<file path="src/rtl/axi_read_arbiter_pkg.sv">
// Shared core package for the AXI read arbiter.
// Provides the bus widths, the arbiter state enum, the requester-index
// type and a small helper that turns a requester index into a one-hot
// per-requester vector.
package axi_read_arbiter_pkg;

  localparam int ADDR_WIDTH = 32;
  localparam int DATA_WIDTH = 32;
  localparam int ID_WIDTH   = 4;
  localparam int LEN_WIDTH  = 4;

  typedef enum logic [1:0] {
    ARB_IDLE = 2'd0,
    ARB_ADDR = 2'd1,
    ARB_DATA = 2'd2
  } arb_state_t;

  // Requester 0 = instruction cache, requester 1 = data cache.
  typedef logic req_idx_t;

  function automatic logic [1:0] idx_onehot(input req_idx_t idx);
    return idx ? 2'b10 : 2'b01;
  endfunction

endpackage

</file>
<file path="src/rtl/axi_read_arbiter_if.sv">
// AXI read channel interfaces used by the arbiter.
//   axi_read_address : arvalid/arready handshake plus araddr, arlen, arid.
//   axi_read_data    : rvalid/rready handshake plus rdata, rlast, rid.
// The master modport is the side that issues reads (the arbiter); the
// slave modport is the memory side.
interface axi_read_address;
  import axi_read_arbiter_pkg::*;

  logic                  arvalid;
  logic                  arready;
  logic [ADDR_WIDTH-1:0] araddr;
  logic [LEN_WIDTH-1:0]  arlen;
  logic [ID_WIDTH-1:0]   arid;

  modport master (output arvalid, araddr, arlen, arid, input arready);
  modport slave  (input arvalid, araddr, arlen, arid, output arready);
endinterface

interface axi_read_data;
  import axi_read_arbiter_pkg::*;

  logic                  rvalid;
  logic                  rready;
  logic [DATA_WIDTH-1:0] rdata;
  logic                  rlast;
  logic [ID_WIDTH-1:0]   rid;

  modport master (input rvalid, rdata, rlast, rid, output rready);
  modport slave  (output rvalid, rdata, rlast, rid, input rready);
endinterface

</file>
<file path="src/rtl/axi_read_arb_select.sv">
// Grant picker for the two-requester AXI read arbiter.
// Build option: AXI_READ_ARB_ROUND_ROBIN_EN
//   defined   : on simultaneous requests the requester not served last wins.
//   undefined : fixed priority, requester 1 (data cache) always wins.
// Ports:
//   req_valid  : per-requester request bits
//   last_grant : requester served by the most recent burst (round-robin only)
//   grant      : selected requester (meaningful only when req_valid != 0)
module axi_read_arb_select
  import axi_read_arbiter_pkg::*;
(
  input  logic [1:0] req_valid,
`ifdef AXI_READ_ARB_ROUND_ROBIN_EN
  input  req_idx_t   last_grant,
`endif
  output req_idx_t   grant
);

  always_comb begin
    grant = 1'b0;
    if (req_valid == 2'b11) begin
`ifdef AXI_READ_ARB_ROUND_ROBIN_EN
      grant = ~last_grant;
`else
      grant = 1'b1;
`endif
    end else if (req_valid[1]) begin
      grant = 1'b1;
    end
  end

endmodule

</file>
<file path="src/rtl/axi_read_arbiter.sv">
// Two-requester AXI read arbiter (instruction cache = 0, data cache = 1).
// One burst is outstanding at a time: IDLE latches the winning request,
// ADDR presents it on the AR channel, DATA forwards R beats to the winner.
// Build option: AXI_READ_ARB_ROUND_ROBIN_EN selects round-robin grants
// (pointer updated at RLAST); otherwise requester 1 has fixed priority.
// Ports:
//   clk, rst        : clock, synchronous active-high reset
//   req_valid/addr/len : per-requester burst request (held until req_ready)
//   req_ready       : one-cycle pulse on the AR handshake for the winner
//   resp_valid      : per-requester beat valid; resp_data/resp_last shared
//   ar, r           : AXI read address / read data channels to DRAM
//   proto_err       : sticky flag for RLAST/length or RID mismatches
module axi_read_arbiter
  import axi_read_arbiter_pkg::*;
#(
  parameter logic [ID_WIDTH-1:0] ID0 = 4'd0,
  parameter logic [ID_WIDTH-1:0] ID1 = 4'd1
) (
  input  logic                       clk,
  input  logic                       rst,
  input  logic [1:0]                 req_valid,
  input  logic [1:0][ADDR_WIDTH-1:0] req_addr,
  input  logic [1:0][LEN_WIDTH-1:0]  req_len,
  output logic [1:0]                 req_ready,
  output logic [1:0]                 resp_valid,
  output logic                       resp_last,
  output logic [DATA_WIDTH-1:0]      resp_data,
  axi_read_address.master            ar,
  axi_read_data.master               r,
  output logic                       proto_err
);

  arb_state_t            state;
  req_idx_t              sel;
  req_idx_t              grant;
  logic                  arvalid_q;
  logic [ADDR_WIDTH-1:0] addr_q;
  logic [LEN_WIDTH-1:0]  len_q;
  logic [ID_WIDTH-1:0]   id_q;
  logic [LEN_WIDTH-1:0]  beat_cnt;
  logic                  err_q;
  logic                  in_data;
  logic                  id_match;
  logic                  ar_hs;

`ifdef AXI_READ_ARB_ROUND_ROBIN_EN
  req_idx_t last_grant;

  axi_read_arb_select u_select (
    .req_valid  (req_valid),
    .last_grant (last_grant),
    .grant      (sel)
  );
`else
  axi_read_arb_select u_select (
    .req_valid (req_valid),
    .grant     (sel)
  );
`endif

  // Outputs are gated by rst so nothing leaks out during the reset cycle,
  // before the registered state has been cleared.
  assign in_data    = (state == ARB_DATA) & ~rst;
  assign id_match   = (r.rid == id_q);
  assign ar_hs      = arvalid_q & ar.arready & ~rst;

  assign ar.arvalid = arvalid_q & ~rst;
  assign ar.araddr  = addr_q;
  assign ar.arlen   = len_q;
  assign ar.arid    = id_q;
  assign r.rready   = in_data;

  assign req_ready  = ar_hs ? idx_onehot(grant) : 2'b00;
  assign resp_valid = (in_data & r.rvalid & id_match) ? idx_onehot(grant) : 2'b00;
  assign resp_data  = r.rdata;
  assign resp_last  = r.rlast;
  assign proto_err  = err_q & ~rst;

  // Request capture: data-path registers, only loaded on a grant in IDLE.
  always_ff @(posedge clk) begin
    if (state == ARB_IDLE && |req_valid) begin
      grant  <= sel;
      addr_q <= req_addr[sel];
      len_q  <= req_len[sel];
      id_q   <= sel ? ID1 : ID0;
    end
  end

  always_ff @(posedge clk) begin
    if (rst) begin
      state     <= ARB_IDLE;
      arvalid_q <= 1'b0;
      beat_cnt  <= '0;
      err_q     <= 1'b0;
`ifdef AXI_READ_ARB_ROUND_ROBIN_EN
      last_grant <= 1'b0;
`endif
    end else begin
      case (state)
        ARB_IDLE: begin
          if (|req_valid) begin
            state     <= ARB_ADDR;
            arvalid_q <= 1'b1;
          end
        end
        ARB_ADDR: begin
          if (ar.arready) begin
            arvalid_q <= 1'b0;
            beat_cnt  <= '0;
            state     <= ARB_DATA;
          end
        end
        ARB_DATA: begin
          if (r.rvalid) begin
            beat_cnt <= beat_cnt + 4'd1;
            // RLAST must coincide exactly with the beat whose index equals
            // the latched length; a foreign RID is consumed but flagged.
            if (!id_match || (r.rlast != (beat_cnt == len_q))) begin
              err_q <= 1'b1;
            end
            if (r.rlast) begin
              state <= ARB_IDLE;
`ifdef AXI_READ_ARB_ROUND_ROBIN_EN
              last_grant <= grant;
`endif
            end
          end
        end
        default: state <= ARB_IDLE;
      endcase
    end
  end

endmodule

</file>
<file path="src/flat_wrapper.sv">
// flat-port wrapper written by rule: the top's interface ports become plain ports
module axi_read_arbiter_flat import axi_read_arbiter_pkg::*;
#(
  parameter logic [ID_WIDTH-1:0] ID0 = 4'd0,
  parameter logic [ID_WIDTH-1:0] ID1 = 4'd1
)
  (clk, rst, req_valid, req_addr, req_len, req_ready, resp_valid, resp_last, resp_data, proto_err, ar_arvalid, ar_araddr, ar_arlen, ar_arid, ar_arready, r_rvalid, r_rdata, r_rlast, r_rid, r_rready);
  axi_read_address ar_i ();
  axi_read_data r_i ();
  input  logic clk;
  input  logic rst;
  input  logic [1:0] req_valid;
  input  logic [1:0][ADDR_WIDTH-1:0] req_addr;
  input  logic [1:0][LEN_WIDTH-1:0] req_len;
  output logic [1:0] req_ready;
  output logic [1:0] resp_valid;
  output logic resp_last;
  output logic [DATA_WIDTH-1:0] resp_data;
  output logic proto_err;
  output wire logic [$bits(ar_i.arvalid)-1:0] ar_arvalid;
  output wire logic [$bits(ar_i.araddr)-1:0] ar_araddr;
  output wire logic [$bits(ar_i.arlen)-1:0] ar_arlen;
  output wire logic [$bits(ar_i.arid)-1:0] ar_arid;
  input wire logic [$bits(ar_i.arready)-1:0] ar_arready;
  input wire logic [$bits(r_i.rvalid)-1:0] r_rvalid;
  input wire logic [$bits(r_i.rdata)-1:0] r_rdata;
  input wire logic [$bits(r_i.rlast)-1:0] r_rlast;
  input wire logic [$bits(r_i.rid)-1:0] r_rid;
  output wire logic [$bits(r_i.rready)-1:0] r_rready;
  assign ar_arvalid = ar_i.arvalid;
  assign ar_araddr = ar_i.araddr;
  assign ar_arlen = ar_i.arlen;
  assign ar_arid = ar_i.arid;
  assign ar_i.arready = ar_arready;
  assign r_i.rvalid = r_rvalid;
  assign r_i.rdata = r_rdata;
  assign r_i.rlast = r_rlast;
  assign r_i.rid = r_rid;
  assign r_rready = r_i.rready;
  axi_read_arbiter #(.ID0(ID0), .ID1(ID1)) u_core (.clk(clk), .rst(rst), .req_valid(req_valid), .req_addr(req_addr), .req_len(req_len), .req_ready(req_ready), .resp_valid(resp_valid), .resp_last(resp_last), .resp_data(resp_data), .ar(ar_i), .r(r_i), .proto_err(proto_err));
endmodule
</file>
<file path="config.mk">
export PLATFORM = sky130hd
export DESIGN_NAME = axi_read_arbiter_flat
export DESIGN_NICKNAME = d
export VERILOG_FILES = /design/src/rtl/axi_read_arbiter_pkg.sv /design/src/rtl/axi_read_arbiter_if.sv /design/src/rtl/axi_read_arb_select.sv /design/src/rtl/axi_read_arbiter.sv /design/src/flat_wrapper.sv
export SDC_FILE = /design/constraint.sdc
export NUM_CORES = 1
export LEC_CHECK = 0
export CAP_MARGIN = 10
export CORE_ASPECT_RATIO = 0.6
export CORE_MARGIN = 5
export CORE_UTILIZATION = 32
export DETAILED_ROUTE_END_ITERATION = 16
export PLACE_DENSITY = 0.9
export SLEW_MARGIN = 15
export SYNTH_ARGS = -nofsm -noshare
export SYNTH_HDL_FRONTEND = slang
export SYNTH_SLANG_ARGS = --single-unit
</file>
<file path="constraint.sdc">
create_clock -name clk -period 5 [get_ports clk]
set_clock_uncertainty 0.05 [all_clocks]
set_input_delay 1 -clock clk [delete_from_list [all_inputs] [get_ports clk]]
set_output_delay 1 -clock clk [all_outputs]
set_load 0.05 [all_outputs]
</file>
==> results of run 1 <==
worst min path at each step:
stage | end | slack (ps) | cells after the start
2_1_floorplan | u_core.arvalid_q | 410 | 2
3_3_place_gp | u_core.arvalid_q | 430 | 2
3_5_place_dp | u_core.arvalid_q | 430 | 2
4_1_cts | u_core.arvalid_q | 440 | 2
5_1_grt | u_core.arvalid_q | 480 | 2
6_report | u_core.arvalid_q | 440 | 2
routing by layer:
metal | wire (um) | up-vias
met2 | 2640 | 102
met5 | 0 | -
li1 | - | 779
met3 | 741 | 2
met1 | 2190 | 748
met4 | 12 | 0
per-stage QoR:
step | area (um2) | hold slack (ps) | util, % | cells | total power [mW]
2_1_floorplan | 2320 | 413 | - | 178 | 0.725
3_3_place_gp | 3410 | 435 | 47.7 | 354 | 0.788
3_5_place_dp | 3410 | 431 | 47.7 | 354 | 0.794
4_1_cts | 3570 | 442 | 50.0 | 362 | 1.16
5_1_grt | 3570 | 476 | 50.0 | 362 | 1.19
6_report | 3570 | 441 | 50.0 | 362 | 1.14
state kept, by name (all words and copies together) (netlist names):
register / count
u_core.beat_cnt: 4
u_core.ar.arlen: 4
u_core.arvalid_q: 1
u_core.ar.arid: 1
u_core.err_q: 1
u_core.ar.araddr: 32
u_core.state: 2
cells in the mapped netlist (all sizes together):
| library cell | count |
|---|---|
| buf | 42 |
| nand2b | 1 |
| edfxtp | 37 |
| o2111ai | 1 |
| a2111oi | 1 |
| nor4 | 2 |
| mux2 | 36 |
| nor3b | 1 |
| nor4b | 1 |
| conb | 1 |
| xor2 | 7 |
| dfxtp | 8 |
| inv | 1 |
| nand4b | 1 |
| o21bai | 1 |
| nand2 | 3 |
| a21oi | 3 |
| nor2 | 11 |
| mux2i | 1 |
| and3b | 2 |
| o21ai | 2 |
| and4b | 1 |
| nor2b | 2 |
| and3 | 2 |
| nor3 | 5 |
| ha | 1 |
| clkbuf | 2 |
cells by family after synthesis:
family                   after synthesis  synth area share (%)
AO/OA/AOI/OAI                          8                  2.43
XOR/XNOR                               7                  2.65
adder cells (fa/ha/maj)                1                 0.540
buffers and inverters                 45                  13.6
flip-flops                            45                  54.9
multiplexers                          37                  17.9
other                                  1                 0.162
AND/OR/NAND/NOR                       32                  7.78
area by class of cell:
cell class | count | area, um2
Fill cell | 628 | 3570
Timing Repair Buffer | 129 | 1280
Sequential cell | 45 | 1270
Multi-Input combinational cell | 88 | 742
Clock buffer | 6 | 129
Tap cell | 91 | 114
Clock inverter | 2 | 33.8
Inverter | 1 | 3.75
power by group through the flow:
stage,registers [mW],logic (mW),clock network [mW]
final,0.464,0.317,0.363
after global routing,0.469,0.333,0.391
after CTS,0.465,0.322,0.377
after detailed placement,0.473,0.321,0
after global placement,0.471,0.317,0
after floorplan,0.584,0.141,0
critical path, cell delays in order:
cell and delay, ps:
clkdlybuf4s50_1 600, nor3b_1 380, and3_1 210, clkdlybuf4s50_1 810
placed cells by master (no fill, tap or decap), types with 3 or more instances in the layout:
master,n
dfxtp_1,8
nand2_1,3
xor2_1,7
edfxtp_1,37
a21oi_1,3
nor2_1,11
clkdlybuf4s50_1,126
nor3_1,4
clkbuf_16,5
conb_1,3
mux2_2,36
==> impl_metrics.yaml, run 1 <==
floorplanning:
  dieArea_um2: 9090
  die_h_um: 75.9
  die_x_um: 120
  num_rows: 24
  initial_core_util_pct: 32.4
  coreArea_um2: 7150
  top_level_ports: 195
layout:
  syn_to_final_growth_pct: 54.4
  drive_above_1_share_pct: 17.7
  nets: 386
  diodes: 0
synth:
  synth_top_area_share_pct: 48.0
  synth_area_leaders: "edfxtp_1 (48%), mux2_2 (18%), buf_4 (12%), dfxtp_1 (6.9%), xor2_1 (2.6%)"
  yosys.area.top_type: "edfxtp_1"
  netlist_instances: 176
  yosysWarningCount: 0
  synth_area_per_cell_um2: 13.2
  ys_ff_latch: 45
  synth.distinct_cells: 30
  syn_area_um2: 2310
  seq_area_frac_synth_pct: 54.9
clock_network:
  cts_tree: "yes"
  cts_sinks: 45
  clockBufferDepth: 2
  numCtsBuffers: 5
  worstSkewPairLatency_ps: 270
  cts_root_buf: "clkbuf_16"
  clkTransAtPathRegs_ps: 60
  htree_levels: 2
  post_cts_buffers: 0
  post_cts_resized: 0
  postCtsHoldBufs: 0
sta:
  relSlewSlack_pct: 40.9
  fmax_ghz: 0.247
  setup_viol: 0
  hold_viol: 0
  worst_pin_slew_ps: 887
  finalCritPeriodShare_pct: 80.9
  fin_setup_tns_ps: 0
  finalCriticalPeriod_ps: 4040
  fin_ws_ps: 957
  rsz0062_at_grt: "no"
  slew_violations: 0
run:
  drv_cap: 0
min_path:
  min_from: "u_core.arvalid_q"
  hp-class: "reg -> reg"
worst_setup_path:
  r2r-end: "u_core.err_q"
  cp_max_fo: 11
  crit_end: "resp_valid[1]"
  start_kind: "primary input"
  cp-startpoint: "rst"
  r2r-start: "u_core.ar.arlen[1]"
  r2r_slack_ps: 3480
  critPathKind: "in -> out"
  cp_data_required_time_ps: 3950
  reg2reg_depth: 4
  worst_ep_arrival_time_ps: 2990
  end_kind: "primary output"
power_and_ir_drop:
  p_leak_nw: 1.30
  seqPwrFrac_pct: 40.6
  power_frac_clock_pct: 31.7
  p_sw_share_pct: 28.1
  ir_drop_v: 0.000118
  power_frac_comb_pct: 27.7
  p_int_mw: 0.823
  p_switching_mw: 0.322
  p_per_area_nw_per_um2: 320
placement:
  post-place-ws_ps: 967
  numPortBuffers: 127
  place_hpwl_mm: 4.42
  place_congestion: 0.771
status:
  status: "finished clean"
detailed_routing:
  drt_first_pass_iters: 4
  drt-wirelength-per-cell_um: 15.4
  drc: 0
  vias: 1631
  avgViaCountPerCell: 4.51
  drt-total-wl_mm: 5.59
  drtIter0Drc: 37
  ant_nets: 0
global_route:
  antenna_found_initial: 0
  busiest_layer: "met2"
  grt_use_met1_pct: 12.6
  use_met3_pct: 7.94
  grt_usage_pct: 12.1
  grt_max_degree: 40
  grt_pass1_wl_mm: 8.61
  grt_pass1_vias: 1773
  grt_overflow_total: 0
  use_met2_pct: 21.2
No activity file was read; power rests on OpenSTA's default activity.
==> run 2: changes to the inputs <==
Clock period 5 ns to 3.9 ns, I/O delays scaled along.
==> impl_metrics.yaml, run 2 (synthesized netlist as in run 1, its figures left out) <==
status:
  status: "finished clean"
worst_setup_path:
  end_kind: "primary output"
  worst_ep_arrival_time_ps: 2490
  crit_path_max_incr_delay_ps: 860
  cp_slowest_cell: "clkdlybuf4s50_1"
  cp-startpoint: "rst"
  start_kind: "primary input"
  cp_common_cell: "clkdlybuf4s50_1"
  cp_max_fo: 10
  worstPathBufferInverterCount: 3
  path_cells: "clkdlybuf4s50_1, buf_4, nor2b_1, clkdlybuf4s50_1"
  cp_data_required_time_ps: 3070
  cp_top_family: "buffers and inverters"
  critPathKind: "in -> out"
  r2r-start: "u_core.ar.arlen[1]"
sta:
  worst_hold_slack_ps: 445
  worst_pin_slew_ps: 608
  slew_violations: 0
  relSlewSlack_pct: 59.1
  finalCriticalPeriod_ps: 3320
  hold_viol: 0
  fin_setup_tns_ps: 0
  finalCritPeriodShare_pct: 85.0
  setup_viol: 0
  fmax_ghz: 0.302
  rsz0062_at_grt: "no"
global_route:
  antenna_found_initial: 0
  grt_pass1_vias: 1714
  grt_overflow_total: 0
  grt_usage_pct: 12.5
  grt_max_degree: 38
  grt_pass1_wl_mm: 8.76
clock_network:
  cts_root_buf: "clkbuf_16"
  clkTransAtPathRegs_ps: 60
  post_cts_resized: 0
  postCtsHoldBufs: 0
  cts_sinks: 45
  clockBufferDepth: 2
  cts_tree: "yes"
  worstSkewPairLatency_ps: 280
  htree_levels: 2
  post_cts_buffers: 0
  numCtsBuffers: 5
layout:
  nets: 387
  final_common_cell: "clkdlybuf4s50_1"
  final_cell_mix: "clkdlybuf4s50_1 (124), edfxtp_1 (37), mux2_2 (36)"
  fillerInstances: 620
  largest_register_ffs: 32
  diodes: 0
  syn_to_final_growth_pct: 54.2
  fin_cells: 363
  drive_above_1_share_pct: 19.1
detailed_routing:
  drc: 0
  drt-total-wl_mm: 5.76
  vias: 1663
  avgViaCountPerCell: 4.58
  drtIter0Drc: 18
  ant_nets: 0
  drt-wirelength-per-cell_um: 15.9
  drt_first_pass_iters: 3
floorplanning:
  num_rows: 24
  top_level_ports: 195
  die_x_um: 120
  dieArea_um2: 9090
  initial_core_util_pct: 32.4
  die_h_um: 75.9
  coreArea_um2: 7150
placement:
  numPortBuffers: 127
  place_hpwl_mm: 4.49
  dp.cells: 355
  place_congestion: 0.802
power_and_ir_drop:
  ir_drop_v: 0.000188
  p_per_area_nw_per_um2: 401
  finalPower_mw: 1.43
  p_leak_nw: 1.31
min_path:
  min_from: "u_core.arvalid_q"
  hp-class: "reg -> reg"
run:
  drv_cap: 0
-- run 2: changes by cell type in the layout (fill, tap and decap cells not counted) --
cell,before,now
inv_4,0,1
nor3_4,0,1
nor3_2,1,0
clkinv_1,1,0
buf_4,2,5
clkdlybuf4s50_1,126,124
clkbuf_8,0,1
bufinv_16,1,0
-- run 2: power breakdown --
part           switching [mW]  total [mW]  internal (mW)
combinational           0.233       0.410          0.176
sequential             0.0179       0.597          0.579
clock                   0.170       0.426          0.256
total                   0.421        1.43           1.01
-- run 2: worst paths after layout --
path	to	slack, ps	cells after the start
hold reg to reg	u_core.arvalid_q	440	2
hold / removal	u_core.arvalid_q	440	2
setup reg to reg	u_core.err_q	2260	4
setup / recovery	proto_err	580	4
-- run 2: metrics by stage --
| step | setup WS [ps] | utilization, % | cell area, um2 |
|---|---|---|---|
| 5_1_grt | 502 | 49.9 | 3570 |
| 3_5_place_dp | 587 | 47.9 | 3420 |
| 6_report | 584 | 49.9 | 3570 |
| 2_1_floorplan | 555 | - | 2330 |
| 4_1_cts | 583 | 49.9 | 3570 |
| 3_3_place_gp | 658 | 47.9 | 3420 |
-- run 2: worst reg2reg max path, delay by kind of cell, from the launching register on --
| kind | cells | cell delay [ps] |
|---|---|---|
| xor+xnor | 1 | 160 |
| flops | 1 | 400 |
| simple gates | 3 | 910 |
-- run 2: metal layers --
metal	vias up	wire length [um]	GRT usage, %
met1	777	2250	13.3
met5	-	0	0
li1	780	-	-
met4	0	46	3.68
met2	102	2810	22.0
met3	4	655	6.68
-- run 2: layout make-up --
class | count | area, um2 | share of cell area (%)
clock buffers | 7 | 143 | 4.00
clock inverters | 1 | 6.26 | 0.175
inverters | 1 | 3.75 | 0.105
multi-input cells | 88 | 748 | 21.0
flip-flops and latches | 45 | 1270 | 35.6
well taps | 91 | 114 | 3.19
repair buffers | 130 | 1280 | 36.0
==> run 3: changes to the inputs <==
Settings changed: CORE_UTILIZATION 32 to 33, CTS_BUF_LIST from default to sky130_fd_sc_hd__clkbuf_8, PLACE_DENSITY 0.9 to 0.83.
==> impl_metrics.yaml, run 3 (synthesized netlist as in run 1, its figures left out) <==
status:
  status: "finished clean"
power_and_ir_drop:
  p_leak_nw: 1.28
  finalPower_mw: 1.27
  power_frac_clock_pct: 21.1
  seqPwrFrac_pct: 46.8
  ir_drop_v: 0.000161
  p_per_area_nw_per_um2: 364
  power_frac_comb_pct: 32.1
  p_sw_share_pct: 31.3
  p_int_mw: 0.875
  p_switching_mw: 0.399
worst_setup_path:
  cp_common_cell: "clkdlybuf4s50_1"
  end_kind: "primary output"
  cp_data_required_time_ps: 3070
  critPathKind: "in -> out"
  cp_slowest_cell: "clkdlybuf4s50_1"
  cp_max_fo: 4
  crit_path_max_incr_delay_ps: 820
  path_cells: "clkdlybuf4s50_1, nor3b_1, nand2_1, nor2_1, clkdlybuf4s50_1"
  start_kind: "primary input"
  worst_ep_arrival_time_ps: 2670
sta:
  setup_viol: 0
  hold_viol: 0
  finalCriticalPeriod_ps: 3500
  fin_setup_tns_ps: 0
  worst_pin_slew_ps: 873
  finalCritPeriodShare_pct: 89.7
  worst_hold_slack_ps: 447
  fmax_ghz: 0.286
  relSlewSlack_pct: 41.8
  rsz0062_at_grt: "no"
  slew_violations: 0
floorplanning:
  coreArea_um2: 6730
  dieArea_um2: 8840
  die_h_um: 74.9
  num_rows: 23
  die_x_um: 118
  initial_core_util_pct: 34.4
  top_level_ports: 195
clock_network:
  clkTransAtPathRegs_ps: 80
  htree_levels: 2
  worstSkewPairLatency_ps: 280
  cts_root_buf: "clkbuf_8"
  clockBufferDepth: 2
  postCtsHoldBufs: 0
  cts_tree: "yes"
  cts_sinks: 45
  numCtsBuffers: 5
  post_cts_resized: 0
  post_cts_buffers: 0
detailed_routing:
  drt_first_pass_iters: 4
  vias: 1631
  ant_nets: 0
  drt-total-wl_mm: 5.63
  drc: 0
  drtIter0Drc: 38
  avgViaCountPerCell: 4.54
  drt-wirelength-per-cell_um: 15.7
placement:
  numPortBuffers: 127
  placed_area_um2: 3420
  place_hpwl_mm: 4.33
  place_congestion: 0.720
global_route:
  grt_pass1_wl_mm: 8.91
  grt_overflow_total: 0
  grt_max_degree: 40
  antenna_found_initial: 0
  grt_usage_pct: 12.6
  grt_pass1_vias: 1811
layout:
  stdcell_area_um2: 3500
  diodes: 0
  post-route-util_pct: 52.0
  nets: 387
  final_common_cell: "clkdlybuf4s50_1"
  drive_above_1_share_pct: 17.6
  syn_to_final_growth_pct: 51.2
  largest_register_ffs: 32
  final_cell_mix: "clkdlybuf4s50_1 (126), edfxtp_1 (37), mux2_2 (36)"
run:
  drv_cap: 0
min_path:
  hp-class: "reg -> reg"
==> run 3: cell count changes in the layout (fill, tap and decap cells not counted) <==
| cell | change |
|---|---|
| clkbuf_16 | -5 |
| clkbuf_8 | +4 |
| inv_1 | +3 |
| buf_4 | -2 |
| clkdlybuf4s50_1 | +2 |
| clkbuf_1 | -1 |
| inv_4 | -1 |
==> run 3: routing by layer <==
metal	vias up	part of all wire, %	global-route usage, %
li1	778	-	-
met1	751	41	14.8
met2	94	46	20.6
met3	8	13	7.43
met4	0	0.71	2.29
met5	-	0	0
==> run 3: area by class of cell <==
cell class / instances / area, um2
timing repair buffer: 130 / 1290
multi-input combinational: 88 / 748
sequential: 45 / 1270
clock inverter: 3 / 11.3
inverter: 1 / 3.75
fill: 606 / 3230
tap: 87 / 109
clock buffer: 5 / 68.8
==> run 3: power by group through the flow <==
stage | sequential, mW | combinational (mW) | clock [mW]
after CTS | 0.597 | 0.414 | 0.285
after global placement | 0.606 | 0.408 | 0
after detailed placement | 0.608 | 0.412 | 0
final | 0.596 | 0.408 | 0.269
after floorplan | 0.747 | 0.181 | 0
after global routing | 0.603 | 0.429 | 0.299
==> run 3: per-stage QoR <==
step,std cells,setup slack (ps)
3_5_place_dp,351,403
4_1_cts,359,396
6_report,359,402
3_3_place_gp,351,466
2_1_floorplan,178,555
5_1_grt,359,242
==> run 3: path summary, 6_finish.rpt <==
kind | start | to | slack (ps) | depth (start not counted)
max | r_rvalid | resp_valid[0] | 400 | 5
min reg2reg | u_core.arvalid_q | u_core.arvalid_q | 450 | 2
min | u_core.arvalid_q | u_core.arvalid_q | 450 | 2
max reg2reg | u_core.ar.arlen[1] | u_core.err_q | 2350 | 4
==> run 3: worst max-delay path: cells and delay by family <==
family	cells	cell delay, ps
buffers and inverters	2	1350
AND/OR/NAND/NOR	3	540
